--- src/rtl/prob_sequencer.sv ---
// Sweeps the amplitude RAM through one shared qmult, emitting re^2+im^2 per index and the running norm.
// Build option PROB_SAT_EN: saturate magnitude additions on carry-out (default: wrap modulo 2^(N-1)).
module prob_sequencer #(
  parameter int Q        = 6,
  parameter int N        = 8,
  parameter int NUM_AMPS = 4,
  parameter int AW       = $clog2(NUM_AMPS)
) (
  input  logic          clk,
  input  logic          reset_n,
  input  logic          start,
  output logic          busy,
  output logic          done,
  output logic [AW-1:0] amp_addr,
  input  logic [N-1:0]  amp_re,
  input  logic [N-1:0]  amp_im,
  output logic [N-1:0]  mul_a,
  output logic [N-1:0]  mul_b,
  input  logic [N-1:0]  mul_p,
  input  logic          mul_ovf,
  output logic          prob_valid,
  output logic [AW-1:0] prob_idx,
  output logic [N-1:0]  prob_out,
  output logic [N-1:0]  norm_out,
  output logic          ovf
);

  if (Q >= N || NUM_AMPS < 2 || (NUM_AMPS & (NUM_AMPS - 1)) != 0) begin : g_bad_params
    $error("prob_sequencer: invalid parameter set");
  end

  typedef enum logic [2:0] {
    S_IDLE,
    S_FETCH,
    S_SQ_RE,
    S_SQ_IM,
    S_EMIT,
    S_DONE
  } state_t;

  localparam logic [N-2:0]  MAG_MAX = '1;
  localparam logic [AW-1:0] LAST    = AW'(NUM_AMPS - 1);

  state_t        state, state_nxt;
  logic [AW-1:0] idx;
  logic [AW-1:0] addr_q;
  logic [N-1:0]  im_q;
  logic [N-2:0]  re2_q;
  logic [N-1:0]  prob_q;
  logic [AW-1:0] prob_idx_q;
  logic [N-1:0]  norm_q;
  logic          ovf_q;

  logic [N-2:0]  sq_mag;
  logic [N-1:0]  prob_sum;
  logic [N-2:0]  prob_mag;
  logic [N-1:0]  norm_sum;
  logic [N-2:0]  norm_mag;
  logic          unused_mul_sign;

  // Squares are non-negative by construction, so the product sign is discarded.
  assign unused_mul_sign = mul_p[N-1];
  assign sq_mag   = mul_ovf ? MAG_MAX : mul_p[N-2:0];
  assign prob_sum = {1'b0, re2_q} + {1'b0, sq_mag};
  assign norm_sum = {1'b0, norm_q[N-2:0]} + {1'b0, prob_mag};

`ifdef PROB_SAT_EN
  assign prob_mag = prob_sum[N-1] ? MAG_MAX : prob_sum[N-2:0];
  assign norm_mag = norm_sum[N-1] ? MAG_MAX : norm_sum[N-2:0];
`else
  assign prob_mag = prob_sum[N-2:0];
  assign norm_mag = norm_sum[N-2:0];
`endif

  always_ff @(posedge clk) begin
    if (!reset_n) state <= S_IDLE;
    else          state <= state_nxt;
  end

  // Strobes are gated by reset_n so a mid-sweep reset suppresses them in the same cycle.
  always_comb begin
    state_nxt  = state;
    busy       = (state != S_IDLE);
    done       = 1'b0;
    prob_valid = 1'b0;
    mul_a      = '0;
    mul_b      = '0;
    amp_addr   = addr_q;
    case (state)
      S_IDLE:  if (start) state_nxt = S_FETCH;
      S_FETCH: begin
        amp_addr  = idx;
        state_nxt = S_SQ_RE;
      end
      S_SQ_RE: begin
        mul_a     = amp_re;
        mul_b     = amp_re;
        state_nxt = S_SQ_IM;
      end
      S_SQ_IM: begin
        mul_a     = im_q;
        mul_b     = im_q;
        state_nxt = S_EMIT;
      end
      S_EMIT: begin
        prob_valid = reset_n;
        state_nxt  = (idx == LAST) ? S_DONE : S_FETCH;
      end
      S_DONE: begin
        done      = reset_n;
        state_nxt = S_IDLE;
      end
      default: state_nxt = S_IDLE;
    endcase
  end

  always_ff @(posedge clk) begin
    if (!reset_n) begin
      idx        <= '0;
      addr_q     <= '0;
      im_q       <= '0;
      re2_q      <= '0;
      prob_q     <= '0;
      prob_idx_q <= '0;
      norm_q     <= '0;
      ovf_q      <= 1'b0;
    end else begin
      case (state)
        S_IDLE: begin
          if (start) begin
            idx    <= '0;
            norm_q <= '0;
            ovf_q  <= 1'b0;
          end
        end
        S_FETCH: addr_q <= idx;
        S_SQ_RE: begin
          im_q  <= amp_im;
          re2_q <= sq_mag;
          if (mul_ovf) ovf_q <= 1'b1;
        end
        S_SQ_IM: begin
          prob_q     <= {1'b0, prob_mag};
          prob_idx_q <= idx;
          norm_q     <= {1'b0, norm_mag};
          if (mul_ovf || prob_sum[N-1] || norm_sum[N-1]) ovf_q <= 1'b1;
        end
        S_EMIT: if (idx != LAST) idx <= idx + AW'(1);
        default: ;
      endcase
    end
  end

  assign prob_out = prob_q;
  assign prob_idx = prob_idx_q;
  assign norm_out = norm_q;
  assign ovf      = ovf_q;

endmodule

--- config.mk ---
export PLATFORM = sky130hd
export DESIGN_NAME = prob_sequencer
export DESIGN_NICKNAME = d
export VERILOG_FILES = /design/src/rtl/prob_sequencer.sv
export SDC_FILE = /design/constraint.sdc
export NUM_CORES = 1
export LEC_CHECK = 0
export ABC_AREA = 1
export BUFFER_PORTS_ARGS = -buffer_cell sky130_fd_sc_hd__buf_4
export CAP_MARGIN = 10
export CORE_MARGIN = 2
export CORE_UTILIZATION = 35
export DETAILED_ROUTE_END_ITERATION = 12
export SYNTH_ARGS = -nofsm -noshare
export SYNTH_HDL_FRONTEND = slang
export SYNTH_SLANG_ARGS = --single-unit
export TNS_END_PERCENT = 5
--- constraint.sdc ---
create_clock -name clk -period 2.08 [get_ports clk]
set_input_delay 0.208 -clock clk [delete_from_list [all_inputs] [get_ports clk]]
set_output_delay 0.208 -clock clk [all_outputs]
set_load 0.01 [all_outputs]
Yosys cells after proc, flatten, opt, wreduce, memory -nomap -nowiden
Index checks and enable logic that the tools add are counted.
{ "classes": {"addsub": 3, "eq_ne": 11, "n_mux": 17, "reduce_logical": 10} }
{ "ops": {"columns": ["op", "count"], "rows": [
  ["$pmux 8 s2", 2],
  ["$add 7x7->8", 2],
  ["$pmux 3 s5", 1],
  ["$ne 2x2->1 const B", 5],
  ["$mux 8", 1],
  ["$mux 7", 1],
  ["$eq 3x2->1 const B", 2],
  ["$eq 3x3->1 const B", 2],
  ["$mux 2", 3],
  ["$mux 3", 2],
  ["$reduce_bool 3->1", 2],
  ["$mux 1", 5],
  ["$pmux 2 s2", 1],
  ["$reduce_and 4->1", 1],
  ["$reduce_bool 2->1", 2],
  ["$eq 3x1->1 const B", 1],
  ["$logic_not 3->1", 1],
  ["$pmux 1 s3", 1],
  ["$reduce_and 3->1", 1],
  ["$add 2x1->2 const B", 1],
  ["$eq 2x2->1 const B", 1],
  ["$logic_or 1x1->1", 2],
  ["$reduce_and 2->1", 1]
]} }
{ "word_totals": {"regBits": 40, "input_bits": 28, "out_inout_bits": 40, "wordCells": 50} }

Logic depth before layout (Yosys ltp)
Gate-level depths: netlist of the first run.
{ "logic_depth": {"ltp_word": 6, "mapped_depth": 18, "mapped_depth_nobuf": 18} }

Worst setup path after synthesis of the first run
No wires, ideal clock.
{ "synth_path": {"path_kind": "register to register", "start": "reg re2_q[0]", "end": "reg ovf_q, in the netlist ovf", "setup_ns": 0.116, "arrival_time_ns": 2.129, "required_ns": 1.964, "slack_ns": -0.165, "path_stages_with_launch": 15, "path_buffers": 0, "synth_period_minus_slack_ns": 2.245, "cell_sequence": "dfxtp_1 ha_1 inv_1 fa_1 nor2_1 nor2_1 or2_2 nand2_1 ha_1 a21oi_1 nand3_1 nand2_1 nand2_1 nand2_1 a21oi_1"} }
{ "synth_via": {"elab_chain_cells": 5, "elab_cells_between_ends": 6, "classes_between": "add/sub: 2; eq/ne: 1; reduce/logical: 3"} }
{ "synth_lines": {"columns": ["item", "line", "source"], "rows": [
  ["from (decl)", "48", "logic [N-2:0] re2_q;"],
  ["from (signal assigned)", "139", "re2_q <= sq_mag;"],
  ["$add 7x7->8", "64", "assign prob_sum = {1'b0, re2_q} + {1'b0, sq_mag};"],
  ["net prob_sum[4]", "55", "logic [N-1:0] prob_sum;"],
  ["$add 7x7->8", "65", "assign norm_sum = {1'b0, norm_q[N-2:0]} + {1'b0, prob_mag};"],
  ["$logic_or 1x1->1", "146", "if (mul_ovf || prob_sum[N-1] || norm_sum[N-1]) ovf_q <= 1'b1;"],
  ["$ne 2x2->1 (no line)", null, null],
  ["$reduce_and 4->1 (no line)", null, null],
  ["to (signal assigned)", "133", "ovf_q <= 1'b0;"],
  ["to (signal assigned)", "140", "if (mul_ovf) ovf_q <= 1'b1;"],
  ["to (signal assigned)", "146", null],
  ["to (decl)", "52", "logic ovf_q;"]
]} }
The timed path passes the listed nets, and every way through them passes these cells.
A chain may end at the register's enable or synchronous reset.

Worst setup path after layout of the first run
{ "layout_path": {"start": "reg re2_q[0]", "end": "reg norm_q[6], in the netlist norm_out[6]"} }
{ "layout_via": {"elab_chain_cells": 3} }
{ "layout_lines": {"columns": ["item", "line", "source"], "rows": [
  ["$add 7x7->8", "64", null],
  ["net prob_sum[4]", "55", null],
  ["$add 7x7->8", "65", null],
  ["$pmux 8 s2", "128", "case (state)"],
  ["to (signal assigned)", "145", "norm_q <= {1'b0, norm_mag};"],
  ["to (decl)", "51", "logic [N-1:0] norm_q;"]
]} }
The timed path passes the listed nets, and every way through them passes these cells.

==> metrics.txt, run 1 <==
Routed wire per std cell=12.0 um; CTS Root Buffer Type=clkbuf_8; Max Slew Vio Count=0; antenna cell count=0; WS Path Type=flop to flop; largest family of logic cells by synthesized area=simple AND/OR/NAND/NOR gates; largest net degree at the start of global routing=41; Via Count=2,345; most frequent cells in the layout=buf_4, inv_1, nand2_1; Final Hold Fails=0; Yosys reg bits=39; total grt overflow=0; Post-Place Setup Slack=-0.424 ns; placed cells=492; final number of setup-violating endpoints=3; GP Congestion=0.858; Initial DRC Count=120; syn_area_per_cell=6.93 um2; Worst Hold Class=input pin to flop; post-layout worst setup margin=-0.112 ns; Die ar.=7530 um2; cell area power density=685 nW/um2; Final #Nets=466; Max IR drop VDD=0.329 mV; Non-Filler Instances=500; RSZ-0062 raised after global routing=true; Critical Path RT=2.31 ns; CTS clk-pin slew, worst paths=0.08 ns; Yosys cell types=32; WHS=0.191 ns; Vias/cell=4.69; Final Cell Area=3270 um2; Routed Antenna Nets=0; vias in the first global route=2,229; Worst Path Arrival=2.43 ns; Clock Latency Late Sink=0.30 ns; simple-gate share of the synthesized area=0.217; CTS Buffer Depth=2; combinational share of power=0.390; crit-path max FO=4; Compound-Gate Fraction of Synth Area=0.179; shortest period the worst path allows=2.19 ns; post-synthesis mux area share=0; critical path's largest stage delay=0.37 ns; DRC Markers=0; clock group share of total power=0.233; DR pass1 iterations=4; layout cells sized above 1=0.324; CTS Buf Count=5; hpwl dp=4.26 mm; Rows=30; sw frac=0.349; Most used DFF post-synth=dfxtp_1; first-pass GRT wire length=9.87 mm; Cells after Synth=346; leading cell type in the layout, fill and taps excluded=buf_4; boundary pin count=68; final WL=5.98 mm; H-tree levels=2; die extent in y=86.8 um; synthesized cell area=2400 um2; status=finished with violations; overall power=0.00224 W; fill cell count=673; CP max stage cell=fa_2; sequential fraction of design power=0.377; Placeable Area=6720 um2; P_leak=1.59 nW; width of the die=86.8 um; fmax=456 MHz; Net Sw Power=0.000780 W; Power Internal=0.00146 W; Tcrit/Tclk final=1.05; failing checks=negative setup slack; antenna violations before repair=0; crit-path cells=ha_4 > inv_2 > fa_2 > nor2_1 > nor2_1 > or2_4 > nand2_4 > ha_4 > nand2_1 > inv_1 > nand4_1 > nand3_1 > nand2_1 > nand3_1 > a21oi_1; clock tree sinks=39; CTS tree=built; GRT Resource Usage Total=0.163; IO Port Bufs=64; Worst setup SP type=flop; clk_skew=0.00443 ns; Worst setup EP type=flop; Synth Area in XOR/XNOR=0.00730; Layout area overhead=36.3%; dpl cell area=3090 um2; Ys Warns=0; Initial Util=0.357; EDFF count, synth=0; Adder-Cell Fraction of Synth Area=0.105; maxcap violations=0; Synth async-reset ratio=0; Seq/Total Area, Yosys=0.326
## Yosys cell counts, types with 2 or more instances
library cell | instances | area share
o21ai_0 | 27 | 0.056
buf_2 | 2 | 0.0042
buf_4 | 13 | 0.041
nand4_1 | 5 | 0.013
nand2_1 | 58 | 0.091
inv_1 | 62 | 0.097
a211oi_2 | 2 | 0.010
fa_1 | 2 | 0.017
or2_2 | 7 | 0.018
buf_6 | 2 | 0.0094
inv_2 | 4 | 0.0063
nand3_1 | 13 | 0.027
dfxtp_1 | 39 | 0.33
clkbuf_1 | 2 | 0.0031
nor2_1 | 29 | 0.045
o22ai_1 | 9 | 0.023
or2_1 | 2 | 0.0052
ha_1 | 17 | 0.089
a21oi_1 | 38 | 0.079
## per-layer routing
layer	up-vias	GRT usage	share of wire
met5	-	0	0
met4	0	0.0483	0.0077
met3	5	0.0438	0.060
met2	59	0.268	0.47
met1	1048	0.210	0.46
li1	1233	-	-
## critical path: cells and delay by family, from the launching register on
| kind | cells | cell delay [ns] |
|---|---|---|
| AO/OA/AOI/OAI | 1 | 0.13 |
| buffers and inverters | 2 | 0.08 |
| adder cells (fa/ha/maj) | 3 | 0.70 |
| flip-flops | 1 | 0.35 |
| AND/OR/NAND/NOR | 9 | 0.85 |
## per-stage QoR
step	utilization	setup TNS (ns)
2_1_floorplan	-	-0.0402
3_3_place_gp	0.459	-2.02
3_5_place_dp	0.459	-2.08
4_1_cts	0.481	-0.242
5_1_grt	0.487	-0.890
6_report	0.487	-0.221
## logic make-up (layout without fill, tap and decap cells)
kind of cell    Yosys count  count (layout)
other cells               1               2
simple gates            119             119
compound gates           79              79
flops                    39              39
xor+xnor                  2               2
fa+ha+maj                19              19
buf+inv                  87             160
## worst paths after layout
| check | from | end | slack [ns] | cells past startpoint |
|---|---|---|---|---|
| setup reg to reg | re2_q[0]$_SDFFE_PN0P_ | norm_out[6]$_SDFFE_PN0P_ | -0.11 | 15 |
| hold reg to reg | re2_q[5]$_SDFFE_PN0P_ | re2_q[5]$_SDFFE_PN0P_ | 0.45 | 2 |
| hold / removal | amp_im[3] | im_q[3]$_SDFFE_PN0P_ | 0.19 | 3 |
| setup / recovery | re2_q[0]$_SDFFE_PN0P_ | norm_out[6]$_SDFFE_PN0P_ | -0.11 | 15 |
## power by group through the flow
stage               Combinational [W]  Sequential, W  Clock (W)
floorplan                    0.000508       0.000861          0
global placement             0.000788       0.000860          0
detailed placement           0.000799       0.000860          0
CTS                          0.000849       0.000843   0.000544
global route                 0.000983       0.000852   0.000567
finish                       0.000873       0.000843   0.000522
## area by class of cell
class | count | area [um2] | share of cell area
Clock buffer | 6 | 72.6 | 0.0222
Clock inverter | 2 | 12.5 | 0.00383
Inverter | 67 | 251 | 0.0769
Multi-Input combinational cell | 221 | 1410 | 0.432
Sequential cell | 39 | 782 | 0.239
Tap cell | 80 | 100 | 0.0306
Timing Repair Buffer | 85 | 638 | 0.195
## sequential cells by signal (all words and copies together) (netlist names)
register	cells
state	3
prob_idx	2
norm_out	7
idx	2
im_q	8
re2_q	7
ovf	1
addr_q	2
prob_out	7
## what timing repair did
action,CTS,global route
buffers inserted,0,0
gates resized for setup,13,6
endpoints found under the setup margin,5,5
hold endpoints to repair,0,0
gates cloned,0,0
hold buffers,0,0
pin swaps,12,2
Power figures use the tool's default switching activity.
==> run 2, diff against run 1 <==
ABC_AREA = 0   (was 1)
==> run 2 against run 1 <==
  * The flow still finishes with violations (negative setup slack)
  * Core utilization is essentially flat
  * Total power down 7.7%
  * Register-to-register slack got worse by 0.31 ns
  * Highest routed layer unchanged
==> metrics.txt, run 2 <==
Worst Hold Class=input pin to flop; syn_area_per_cell=8.11 um2 (+17%); P_leak=1.38 nW (-14%); first-pass GRT wire length=9.69 mm (-1.8%); Routed Antenna Nets=0 (unchanged); Relative slew margins=0.585; crit-path cells=ha_4 > inv_2 > fa_2 > nand3b_1 > a21oi_2 > nor3_2 > xnor2_1 > ha_2 > or4_4 > a221oi_2 > a41oi_1; width of the die=84.8 um (-2.2%); GRT Resource Usage Total=0.164 (+0.000793); crit-path max FO=3 (-1); Yosys reg bits=39 (unchanged); antenna cell count=0 (unchanged); CTS Root Buffer Type=clkbuf_8; synth top area cells=dfxtp_1, ha_1, nand2_1; post-layout worst setup margin=-0.418 ns (-0.306 ns); Initial Util=0.360 (+0.00321); critical path's largest stage delay=0.41 ns (+0.04 ns); Non-Filler Instances=432 (-14%); CP bufs+invs=1 (-1); Seq/Total Area, Yosys=0.341 (+0.0158); fill cell count=637 (-5.3%); share of the synthesized area in the top cell type=0.341 (+0.0158); EDFF count, synth=0 (unchanged); antenna violations before repair=0 (unchanged); hpwl dp=4.14 mm (-2.7%); Worst setup SP type=flop; Clock Latency Late Sink=0.29 ns (about the same); setup tns final=-1.20 ns (-0.983 ns); Synth top cells by count=dfxtp_1, nand2_1, nor2_1, a21oi_1, ha_1; Final Hold Fails=0 (unchanged); cell area power density=669 nW/um2 (-2.3%); fmax=400 MHz (-12%); maxcap violations=0 (unchanged); CTS Buffer Depth=2 (unchanged); CTS Buf Count=5 (unchanged); largest reg by FF count=im_q; Max IR drop VDD=0.387 mV (+17%); IO Port Bufs=64 (unchanged); Synth async-reset ratio=0 (unchanged); die extent in y=84.8 um (-2.2%); cell taking the most area after synthesis=dfxtp_1; Most used DFF post-synth=dfxtp_1; Rows=29 (-3.3%); H-tree levels=2 (unchanged); DR pass1 iterations=4 (unchanged); Placeable Area=6350 um2 (-5.5%); dpl cell area=2960 um2 (-4.0%); vias in the first global route=2,120 (-4.9%); most common cell in the netlist=dfxtp_1; clock tree sinks=39 (unchanged); Die ar.=7200 um2 (-4.4%); Max Slew Vio Count=0 (unchanged); GP Congestion=0.745 (-13%); Yosys cell types=51 (+59%); FF+latch area=782 um2 (unchanged); max reg flops=8 (unchanged); final WL=5.80 mm (-3.0%); synthesized cell area=2290 um2 (-4.6%); Via Count=2,193 (-6.5%); placed cells=424 (-14%); clk_skew=0.00695 ns (+0.00252 ns); reg2reg setup slack=-0.42 ns (-0.31 ns); # hold bufs at CTS=0 (unchanged); Least-Margin Pin Slew=0.622 ns; Layout area overhead=35.0%; area of the multi-input gates=1400 um2 (-0.62%); most frequent cells in the layout=buf_4, dfxtp_1, nand2_1; DRC Markers=0 (unchanged); shortest period the worst path allows=2.50 ns (+0.306 ns); status=finished with violations; Vias/cell=5.08 (+8.2%); Cells after Synth=282 (-18%); boundary pin count=68 (unchanged); Top delay family on crit path=simple AND/OR/NAND/NOR gates; CTS tree=built; Initial DRC Count=59 (-51%); Critical Path RT=2.25 ns (-0.06 ns); Ys Warns=0 (unchanged); largest net degree at the start of global routing=34 (-17%); total grt overflow=0 (unchanged); failing checks=negative setup slack; Worst Path Arrival=2.67 ns (+0.24 ns); WS Path Type=flop to flop; RSZ-0062 raised after global routing=true; CP max stage cell=or4_4; Final #Nets=403 (-14%); leading cell type in the layout, fill and taps excluded=buf_4; layout cells sized above 1=0.321 (-0.00268); Worst setup EP type=flop; final number of setup-violating endpoints=5 (+2); Tcrit/Tclk final=1.20 (+0.147); Routed wire per std cell=13.4 um (+12%); Final Cell Area=3090 um2 (-5.5%); CTS clk-pin slew, worst paths=0.07 ns (about the same)
[run 2: cell type report]
class / instances / share of cell area
multi-input combinational: 209 / 0.455
sequential: 39 / 0.253
timing repair buffer: 91 / 0.225
tap: 77 / 0.0312
clock buffer: 6 / 0.0235
inverter: 10 / 0.0122
[run 2: power by group]
| part | switching (W) | internal [W] | total (W) |
|---|---|---|---|
| sequential | 0.0000440 | 0.000791 | 0.000835 |
| combinational | 0.000360 | 0.000395 | 0.000754 |
| clock | 0.000252 | 0.000224 | 0.000476 |
| total | 0.000656 | 0.00141 | 0.00207 |
[run 2: final timing paths]
kind                         start                    to  cells past startpoint
max          re2_q[0]$_SDFFE_PN0P_      ovf$_SDFFE_PN0P_                     11
min                      amp_im[1]  im_q[1]$_SDFFE_PN0P_                      3
max reg2reg  re2_q[0]$_SDFFE_PN0P_      ovf$_SDFFE_PN0P_                     11
min reg2reg   im_q[0]$_SDFFE_PN0P_  im_q[0]$_SDFFE_PN0P_                      2
[run 2: kinds of logic after synthesis]
kind of cell	after synthesis	synth area share
xor+xnor	5	0.0191
flops	39	0.341
buf+inv	35	0.0777
simple gates	119	0.250
compound gates	61	0.185
other cells	1	0.00164
fa+ha+maj	19	0.111
mux	3	0.0148
[run 2: metrics by stage]
stage / setup slack [ns] / total power, W / util / hold slack [ns]
final: -0.418 / 0.00207 / 0.486 / 0.165
after floorplan: -0.324 / 0.00130 / - / 0.344
after global routing: -0.541 / 0.00221 / 0.486 / 0.158
after global placement: -0.525 / 0.00156 / 0.467 / 0.447
after detailed placement: -0.583 / 0.00157 / 0.467 / 0.451
after CTS: -0.375 / 0.00207 / 0.483 / 0.155
[run 2: timing repair]
| item | in CTS | in global routing |
|---|---|---|
| setup buffers | 1 | 1 |
| gates cloned | 0 | 0 |
| endpoints found under the setup margin | 6 | 6 |
| resized for setup | 6 | 4 |
| pin swaps | 4 | 5 |
[run 2: metal layers]
metal / global-route usage / part of all wire / vias up
met4: 0.0447 / 0.0097 / 0
met2: 0.265 / 0.48 / 34
li1: - / - / 1131
met5: 0 / 0 / -
met1: 0.221 / 0.47 / 1023
met3: 0.0389 / 0.038 / 5
[run 2: tightest hold or removal path, cell delays in order]
cell	delay, ns
buf_4	0.11
nand2_1	0.04
a21oi_1	0.05
